$ cat config.mk
export PLATFORM = sky130hd
export DESIGN_NAME = instr_fetch_flat
export DESIGN_NICKNAME = d
export VERILOG_FILES = /design/src/rtl/ifu_pkg.sv /design/src/rtl/instr_fetch_if.sv /design/src/rtl/ifu_pc.sv /design/src/rtl/instr_fetch.sv /design/src/flat_wrapper.sv
export SDC_FILE = /design/constraint.sdc
export NUM_CORES = 1
export LEC_CHECK = 0
export CELL_PAD_IN_SITES_DETAIL_PLACEMENT = 1
export CELL_PAD_IN_SITES_GLOBAL_PLACEMENT = 1
export CORE_ASPECT_RATIO = 0.5
export CORE_UTILIZATION = 30
export DETAILED_ROUTE_END_ITERATION = 16
export PLACE_DENSITY = 0.8
export SYNTH_ARGS = -nofsm -noshare
export SYNTH_HDL_FRONTEND = slang
export SYNTH_SLANG_ARGS = --single-unit
$ cat constraint.sdc
create_clock -name clk -period 2.9 [get_ports clk]
set_clock_uncertainty 0.1 [all_clocks]
set_input_delay 0.58 -clock clk [delete_from_list [all_inputs] [get_ports clk]]
set_output_delay 0.58 -clock clk [all_outputs]
set_load 0.01 [all_outputs]
$ cat src/rtl/ifu_pkg.sv
// Shared types and constants for the instruction fetch unit.
// The optional opcode legality check is enabled with IFU_OPCODE_CHECK_EN.
package ifu_pkg;

    localparam int OPCODE_W = 4;
    localparam int NUM_OPS  = 13;

    typedef enum logic [2:0] {
        IDLE  = 3'd0,
        FETCH = 3'd1,
        WAIT  = 3'd2,
        HOLD  = 3'd3,
        DRAIN = 3'd4
    } ifu_state_e;

    // Opcodes at or above NUM_OPS have no decoder output.
    function automatic logic op_is_illegal(input logic [OPCODE_W-1:0] op);
        return (op >= OPCODE_W'(NUM_OPS));
    endfunction

endpackage

$ cat src/rtl/instr_fetch_if.sv
// Fetch-unit bus bundle: instruction memory port, redirect input and
// the instruction register handshake towards the opcode decoder.
interface instr_fetch_if
    import ifu_pkg::*;
#(
    parameter int PC_W    = 8,
    parameter int INSTR_W = 16
);
    logic                      imem_req;
    logic [PC_W-1:0]           imem_addr;
    logic                      imem_gnt;
    logic                      imem_valid;
    logic [INSTR_W-1:0]        imem_rdata;
    logic                      br_valid;
    logic [PC_W-1:0]           br_target;
    logic                      ir_valid;
    logic                      ir_ready;
    logic [OPCODE_W-1:0]       opcode;
    logic [INSTR_W-OPCODE_W-1:0] operand;
    logic [PC_W-1:0]           ir_pc;
    logic                      illegal_op;

    modport master (
        output imem_req, imem_addr, ir_valid, opcode, operand, ir_pc, illegal_op,
        input  imem_gnt, imem_valid, imem_rdata, br_valid, br_target, ir_ready
    );

    modport slave (
        input  imem_req, imem_addr, ir_valid, opcode, operand, ir_pc, illegal_op,
        output imem_gnt, imem_valid, imem_rdata, br_valid, br_target, ir_ready
    );

endinterface

$ cat src/rtl/ifu_pc.sv
// Program counter: reset load, redirect load, increment with wrap.
module ifu_pc #(
    parameter int              PC_W     = 8,
    parameter logic [PC_W-1:0] RESET_PC = '0
) (
    input  logic            clk,
    input  logic            rst_n,
    input  logic            load_i,
    input  logic [PC_W-1:0] target_i,
    input  logic            inc_i,
    output logic [PC_W-1:0] pc_o
);

    logic [PC_W-1:0] pc_q;
    logic [PC_W-1:0] pc_d;

    // Redirect has priority over sequential advance; all-ones wraps to 0.
    always_comb begin
        pc_d = pc_q;
        if (load_i) begin
            pc_d = target_i;
        end else if (inc_i) begin
            pc_d = pc_q + PC_W'(1);
        end
    end

    // PC register with synchronous reset.
    always_ff @(posedge clk) begin
        if (!rst_n) begin
            pc_q <= RESET_PC;
        end else begin
            pc_q <= pc_d;
        end
    end

    assign pc_o = pc_q;

endmodule

$ cat src/rtl/instr_fetch.sv
// Instruction fetch unit: one outstanding memory request, single
// instruction register towards the decoder, redirect from execute.
// Optional opcode legality flag: define IFU_OPCODE_CHECK_EN.
//
// state | meaning
// IDLE  | one cycle after reset, no request
// FETCH | request pc until granted
// WAIT  | granted, waiting for read data
// HOLD  | IR valid, waiting for consumer
// DRAIN | redirected while a request is in flight, discard its data
module instr_fetch
    import ifu_pkg::*;
#(
    parameter int              PC_W     = 8,
    parameter int              INSTR_W  = 16,
    parameter logic [PC_W-1:0] RESET_PC = '0
) (
    input  logic          clk,
    input  logic          rst_n,
    instr_fetch_if.master bus
);

    ifu_state_e          state_q;
    ifu_state_e          state_d;
    logic [PC_W-1:0]     pc;
    logic                pc_load;
    logic                pc_inc;
    logic                ir_load;
    logic                imem_req;
    logic [INSTR_W-1:0]  ir_q;
    logic [PC_W-1:0]     ir_pc_q;

    ifu_pc #(
        .PC_W     (PC_W),
        .RESET_PC (RESET_PC)
    ) u_pc (
        .clk      (clk),
        .rst_n    (rst_n),
        .load_i   (pc_load),
        .target_i (bus.br_target),
        .inc_i    (pc_inc),
        .pc_o     (pc)
    );

    // State register.
    always_ff @(posedge clk) begin
        if (!rst_n) begin
            state_q <= IDLE;
        end else begin
            state_q <= state_d;
        end
    end

    // Next state, PC control and request; a redirect always wins.
    always_comb begin
        state_d  = state_q;
        pc_load  = 1'b0;
        pc_inc   = 1'b0;
        ir_load  = 1'b0;
        imem_req = 1'b0;
        case (state_q)
            IDLE: begin
                pc_load = bus.br_valid;
                state_d = FETCH;
            end
            FETCH: begin
                imem_req = 1'b1;
                if (bus.br_valid) begin
                    pc_load = 1'b1;
                    if (bus.imem_gnt) state_d = DRAIN;
                end else if (bus.imem_gnt) begin
                    state_d = WAIT;
                end
            end
            WAIT: begin
                if (bus.br_valid) begin
                    pc_load = 1'b1;
                    state_d = bus.imem_valid ? FETCH : DRAIN;
                end else if (bus.imem_valid) begin
                    ir_load = 1'b1;
                    pc_inc  = 1'b1;
                    state_d = HOLD;
                end
            end
            HOLD: begin
                if (bus.br_valid) begin
                    pc_load = 1'b1;
                    state_d = FETCH;
                end else if (bus.ir_ready) begin
                    state_d = FETCH;
                end
            end
            DRAIN: begin
                // Keep tracking redirects so the newest target is fetched.
                pc_load = bus.br_valid;
                if (bus.imem_valid) state_d = FETCH;
            end
            default: state_d = IDLE;
        endcase
    end

    // Instruction register and its source address.
    always_ff @(posedge clk) begin
        if (!rst_n) begin
            ir_q    <= '0;
            ir_pc_q <= '0;
        end else if (ir_load) begin
            ir_q    <= bus.imem_rdata;
            ir_pc_q <= pc;
        end
    end

`ifdef IFU_OPCODE_CHECK_EN
    logic illegal_q;

    // Legality flag captured alongside the instruction register.
    always_ff @(posedge clk) begin
        if (!rst_n) begin
            illegal_q <= 1'b0;
        end else if (ir_load) begin
            illegal_q <= op_is_illegal(bus.imem_rdata[INSTR_W-1 -: OPCODE_W]);
        end
    end

    assign bus.illegal_op = illegal_q;
`else
    assign bus.illegal_op = 1'b0;
`endif

    assign bus.imem_req  = imem_req;
    assign bus.imem_addr = pc;
    assign bus.ir_valid  = (state_q == HOLD);
    assign bus.opcode    = ir_q[INSTR_W-1 -: OPCODE_W];
    assign bus.operand   = ir_q[INSTR_W-OPCODE_W-1:0];
    assign bus.ir_pc     = ir_pc_q;

endmodule

$ cat src/flat_wrapper.sv
// flat-port wrapper written by rule: the top's interface ports become plain ports
module instr_fetch_flat import ifu_pkg::*;
#(
    parameter int              PC_W     = 8,
    parameter int              INSTR_W  = 16,
    parameter logic [PC_W-1:0] RESET_PC = '0
)
  (clk, rst_n, bus_imem_req, bus_imem_addr, bus_ir_valid, bus_opcode, bus_operand, bus_ir_pc, bus_illegal_op, bus_imem_gnt, bus_imem_valid, bus_imem_rdata, bus_br_valid, bus_br_target, bus_ir_ready);
  instr_fetch_if #(.PC_W(PC_W), .INSTR_W(INSTR_W)) bus_i ();
  input  logic clk;
  input  logic rst_n;
  output wire logic [$bits(bus_i.imem_req)-1:0] bus_imem_req;
  output wire logic [$bits(bus_i.imem_addr)-1:0] bus_imem_addr;
  output wire logic [$bits(bus_i.ir_valid)-1:0] bus_ir_valid;
  output wire logic [$bits(bus_i.opcode)-1:0] bus_opcode;
  output wire logic [$bits(bus_i.operand)-1:0] bus_operand;
  output wire logic [$bits(bus_i.ir_pc)-1:0] bus_ir_pc;
  output wire logic [$bits(bus_i.illegal_op)-1:0] bus_illegal_op;
  input wire logic [$bits(bus_i.imem_gnt)-1:0] bus_imem_gnt;
  input wire logic [$bits(bus_i.imem_valid)-1:0] bus_imem_valid;
  input wire logic [$bits(bus_i.imem_rdata)-1:0] bus_imem_rdata;
  input wire logic [$bits(bus_i.br_valid)-1:0] bus_br_valid;
  input wire logic [$bits(bus_i.br_target)-1:0] bus_br_target;
  input wire logic [$bits(bus_i.ir_ready)-1:0] bus_ir_ready;
  assign bus_imem_req = bus_i.imem_req;
  assign bus_imem_addr = bus_i.imem_addr;
  assign bus_ir_valid = bus_i.ir_valid;
  assign bus_opcode = bus_i.opcode;
  assign bus_operand = bus_i.operand;
  assign bus_ir_pc = bus_i.ir_pc;
  assign bus_illegal_op = bus_i.illegal_op;
  assign bus_i.imem_gnt = bus_imem_gnt;
  assign bus_i.imem_valid = bus_imem_valid;
  assign bus_i.imem_rdata = bus_imem_rdata;
  assign bus_i.br_valid = bus_br_valid;
  assign bus_i.br_target = bus_br_target;
  assign bus_i.ir_ready = bus_ir_ready;
  instr_fetch #(.PC_W(PC_W), .INSTR_W(INSTR_W), .RESET_PC(RESET_PC)) u_core (.clk(clk), .rst_n(rst_n), .bus(bus_i));
endmodule
## Word-level counts from Yosys, hierarchy flattened

Cells that the tools add are included.

- Input port bits: 30
- Output and inout port bits: 35
- Register bits after elaboration: 35

- $add $sub $neg: 1
- Reductions and logical operators: 5
- Eq/ne operators: 8
- Muxes and demuxes: 18

Operators by type and width:

| operator | number |
|---|---|
| 3-bit 2-to-1 mux | 9 |
| 8-bit 2-to-1 mux | 2 |
| 3-bit one-hot mux with 5 select lines | 1 |
| 8-bit by 1-bit adder with 8-bit output (second input constant) | 1 |
| 3-bit by 2-bit == test with 1-bit output (second input constant) | 2 |
| 1-bit 2-to-1 mux | 5 |
| 2-bit != test (second input constant) | 2 |
| 4-bit AND reduction | 1 |
| 3-bit by 1-bit == test with 1-bit output (second input constant) | 1 |
| 3-bit == test (second input constant) | 1 |
| 3-bit logical NOT | 1 |
| 3-bit by 1-bit != test with 1-bit output (second input constant) | 1 |
| 3-bit != test (second input constant) | 1 |
| 3-bit OR reduction | 1 |
| 1-bit one-hot mux with 2 select lines | 1 |
| 2-bit nonzero test | 1 |
| 2-bit OR reduction | 1 |

## Longest topological paths before layout

- Word-level depth: 5
- Depth in mapped cells: 6

## Cells and area by module

From an unflattened synthesis, not the netlist that was laid out.

- Cell total of the unflattened synthesis: 198
- Area, all modules: 1705.4 µm²

Modules (own cells, without submodules):

| module | area an instance (µm²) | sequential area each (µm²) | times used | cells an instance |
|---|---|---|---|---|
| instr_fetch | 1243.7 | 540.5 | 1 | 143 |
| ifu_pc | 461.7 | 160.2 | 1 | 55 |

## Worst setup path after synthesis

Ideal clock, no wire load.

- Path kind: input port to flip-flop
- From: in bus_br_valid
- To: reg u_core.u_pc.pc_q[6], in the netlist u_core.u_pc.pc_o[6]
- Data required time: 2.668 ns
- Setup time: 0.132 ns
- Setup slack: 1.189 ns
- Stages: 5
- Data arrival time: 1.479 ns
- Path through: nand4bb_4 > or2_1 > buf_4 > o311ai_2 > a21oi_1

- Longest elaborated chain between the ends: 3
- Elaborated cells on any way between the ends: 6

RTL lines:

| item | RTL line | text |
|---|---|---|
| start, declared | flat_wrapper.sv:22 | `input wire logic [$bits(bus_i.br_valid)-1:0] bus_br_valid;` |
| 1-bit 2-to-1 mux, on equally long branches | instr_fetch.sv:68, instr_fetch.sv:76, instr_fetch.sv:86 |  |
| 1-bit one-hot mux with 2 select lines / 1-bit 2-to-1 mux (equally long branches) | instr_fetch.sv:61 | `case (state_q)` |
| 8-bit 2-to-1 mux / 2-bit nonzero test (equally long branches) | - |  |
| end signal, assigned | ifu_pc.sv:32 | `pc_q <= pc_d;` |
| end, declared | ifu_pc.sv:14 | `logic [PC_W-1:0] pc_q;` |

Several ways; a longest one is shown, not always the timed one.
A chain may end at the register's enable or synchronous reset.

## Final worst setup path

- From: reg u_core.state_q[1]
- To: out bus_ir_valid

- Longest elaborated chain between the ends: 1

RTL lines:

| item | RTL line | text |
|---|---|---|
| start, declared | instr_fetch.sv:23 | `ifu_state_e state_q;` |
| start signal, assigned | instr_fetch.sv:50 | `state_q <= state_d;` |
| 3-bit by 2-bit == test with 1-bit output | instr_fetch.sv:132 | `assign bus.ir_valid = (state_q == HOLD);` |
| end, declared | flat_wrapper.sv:14 | `output wire logic [$bits(bus_i.ir_valid)-1:0] bus_ir_valid;` |

Every way passes these cells.

==> results.yml <==
grt:
  busiest_layer: "met2"
  grt_util_met3: 0.0453
  gr-total-overflow: 0
  grt_pass1_wl_um: 7220
  grt_usage: 0.179
  grt_max_degree: 24
  grt.met2_usage: 0.319
  grt_pass1_vias: 1521
  antenna_found_initial: 0
  met1_usage: 0.214
sta:
  drv_slew: 0
  tns_ns: 0
  grt_setup_unrepaired: "false"
  fmaxAchievable_ghz: 0.429
  setup_viol: 0
  min_period_ns: 2.33
  timing.final.hold_violations: 0
  finalCritPeriodShare: 0.804
final_layout:
  final_area_um2: 2320
  fillers: 552
  num_antenna_cells: 0
  seq_area_um2: 701
  final_nets: 280
  multi_input_area_um2: 761
  syn2layout_area_growth_pct: 51.1
  layout-drive-gt1-share: 0.0522
setup_path:
  ff2ff_setup_slack_ns: 1.07
  r2r-end: "u_core.u_pc.pc_o[1]"
  path_class: "reg2out"
  r2r_start: "u_core.state_q[0]"
  slowest_delay_ns: 0.60
  worstPathArrival_ns: 1.65
  critPathLaunchType: "register"
  crit_fanout: 14
  cp.required_ns: 2.22
  path_cells: "and3b_1 > clkdlybuf4s50_1"
  end_kind: "output port"
  r2r_cells: 5
  slowest_stage: "dfxtp_1"
floorplanning:
  coreArea_um2: 4660
  die_x_um: 103
  rows: 17
  dieHeight_um: 52.6
  fp.dieArea_um2: 5420
  ioPinCount: 65
  start_util: 0.329
logic_synthesis:
  synthCells: 188
  ys_seq_area_frac: 0.457
  synth_cell_types: 32
  synth-edff-count: 0
  syn-num-nets: 219
  synth_area_um2: 1530
  synth_area_leader_cell: "dfxtp_1"
  synth-seq-cells: 35
  ys_warn_count: 0
  syn_area_per_cell_um2: 8.16
  async_flop_share: 0
  synth.area.top_cells: "dfxtp_1 (46%), nand2_1 (13%), a21boi_0 (6.9%)"
  synthTopCellsByCount: "nand2_1 (55), dfxtp_1 (35), a21oi_1 (16)"
  ys_dominant_reg_cell: "dfxtp_1"
  synthMostInstantiatedCell: "nand2_1"
  synth_top_area_frac: 0.457
min_path:
  whs_endpoint: "u_core.ir_q[12]"
  hold_path.class: "reg2reg"
  min-delay-start: "u_core.ir_q[12]"
  whs_path_depth: 2
clock_tree:
  cts-resized-gates: 0
  cts_root_buf: "clkbuf_8"
  cts_made_buffers: 5
  numClockSinks: 35
  clk_pin_slew_worst_paths_ns: 0.07
  cts_setup_buffers: 0
  clk_latency_ns: 0.29
  htreeDepth: 2
  cts_tree: "built"
  cts_hold_buf: 0
  clockBufferDepth: 2
drt:
  via_count: 1541
  vias_per_cell: 4.89
  ant_nets: 0
  routed_wl_um: 4450
  drcViolationCount: 0
  dr.pass1.iters: 4
  drt-initial-drc-count: 32
  routedWlPerCell_um: 14.1
power_and_ir_drop:
  power.density_nw_per_um2: 454
  vdd_ir_drop_max_mv: 0.221
  power_leakage_nw: 0.770
placement:
  port_buffers: 63
  placedInstanceArea_um2: 2220
  hpwl_um: 3230
  gp_congestion: 0.811
job:
  drv_cap: 0
outcome:
  outcome: "finished clean"
[registers in the layout, indices dropped and copies added (netlist names)]
| name | cells |
|---|---|
| u_core.bus.ir_pc | 8 |
| u_core.u_pc.pc_o | 8 |
| u_core.state_q | 3 |
| u_core.ir_q | 16 |
[cell families (layout without fill, tap and decap cells)]
family,count (synthesis),after routing,synth area share
simple gates,81,81,0.249
compound gates,50,50,0.212
flops,35,35,0.457
buf+inv,16,77,0.0489
xor+xnor,4,4,0.0228
fa+ha+maj,1,1,0.00816
other cells,1,1,0.00244
[placed cells by master (no fill, tap or decap)]
cell type,instances
a22oi_1,1
nand3b_1,1
a311oi_1,1
xnor2_1,4
and2_1,2
nor2b_1,1
nor2_2,1
conb_1,1
o311ai_2,1
bufinv_16,1
a21boi_0,14
nor3_1,3
a211oi_1,2
dfxtp_1,35
ha_1,1
a32oi_1,2
inv_1,3
buf_4,4
nand3_1,3
clkdlybuf4s50_1,63
nor2_1,4
nand4_1,1
o21ai_0,9
o311a_1,1
a21oi_1,16
o22ai_1,2
nand2_1,55
o21bai_1,1
nand4bb_4,1
and3b_1,3
nor4_1,3
nor3b_1,2
or2_1,1
clkbuf_1,1
clkbuf_8,5
[stage by stage]
stage	hold slack, ns	setup slack, ns	cells	total power, mW	util
detailed placement	0.348	0.405	308	0.644	0.476
global placement	0.342	0.487	308	0.640	0.476
CTS	0.358	0.553	315	1.07	0.498
finish	0.354	0.569	315	1.05	0.498
global route	0.385	0.470	315	1.10	0.498
floorplan	0.381	1.19	188	0.567	-
[layout make-up]
class,instances,share of cell area
multi-input cells,137,0.328
repair buffers,67,0.285
inverters,3,0.00486
clock inverters,1,0.0130
flip-flops and latches,35,0.302
clock buffers,6,0.0313
well taps,66,0.0356
[metal layers]
layer / routed length (um) / share of wire
met1: 2000 / 0.45
met2: 2210 / 0.50
met4: 51 / 0.011
met3: 185 / 0.042
met5: 0 / 0
[power by group]
part / internal (mW) / switching [mW]
combinational: 0.0749 / 0.0457
clock: 0.252 / 0.167
sequential: 0.492 / 0.0198
total: 0.819 / 0.233
[worst max-delay path, delay by kind of cell (launching register included)]
kind	cells	cell delay, ns
flops	1	0.60
buf+inv	1	0.54
simple gates	1	0.23
[how the worst max path moves through the flow]
stage	from	to	slack [ns]	cells after the start
finish	u_core.state_q[1]	bus_ir_valid	0.57	2
global route	u_core.state_q[1]	bus_ir_valid	0.47	2
CTS	u_core.state_q[1]	bus_ir_valid	0.55	2
detailed placement	bus_br_valid	u_core.u_pc.pc_o[1]	0.40	6
global placement	bus_br_valid	u_core.u_pc.pc_o[1]	0.49	6
floorplan	bus_br_valid	u_core.u_pc.pc_o[6]	1.19	5
Power figures use the tool's default switching activity.
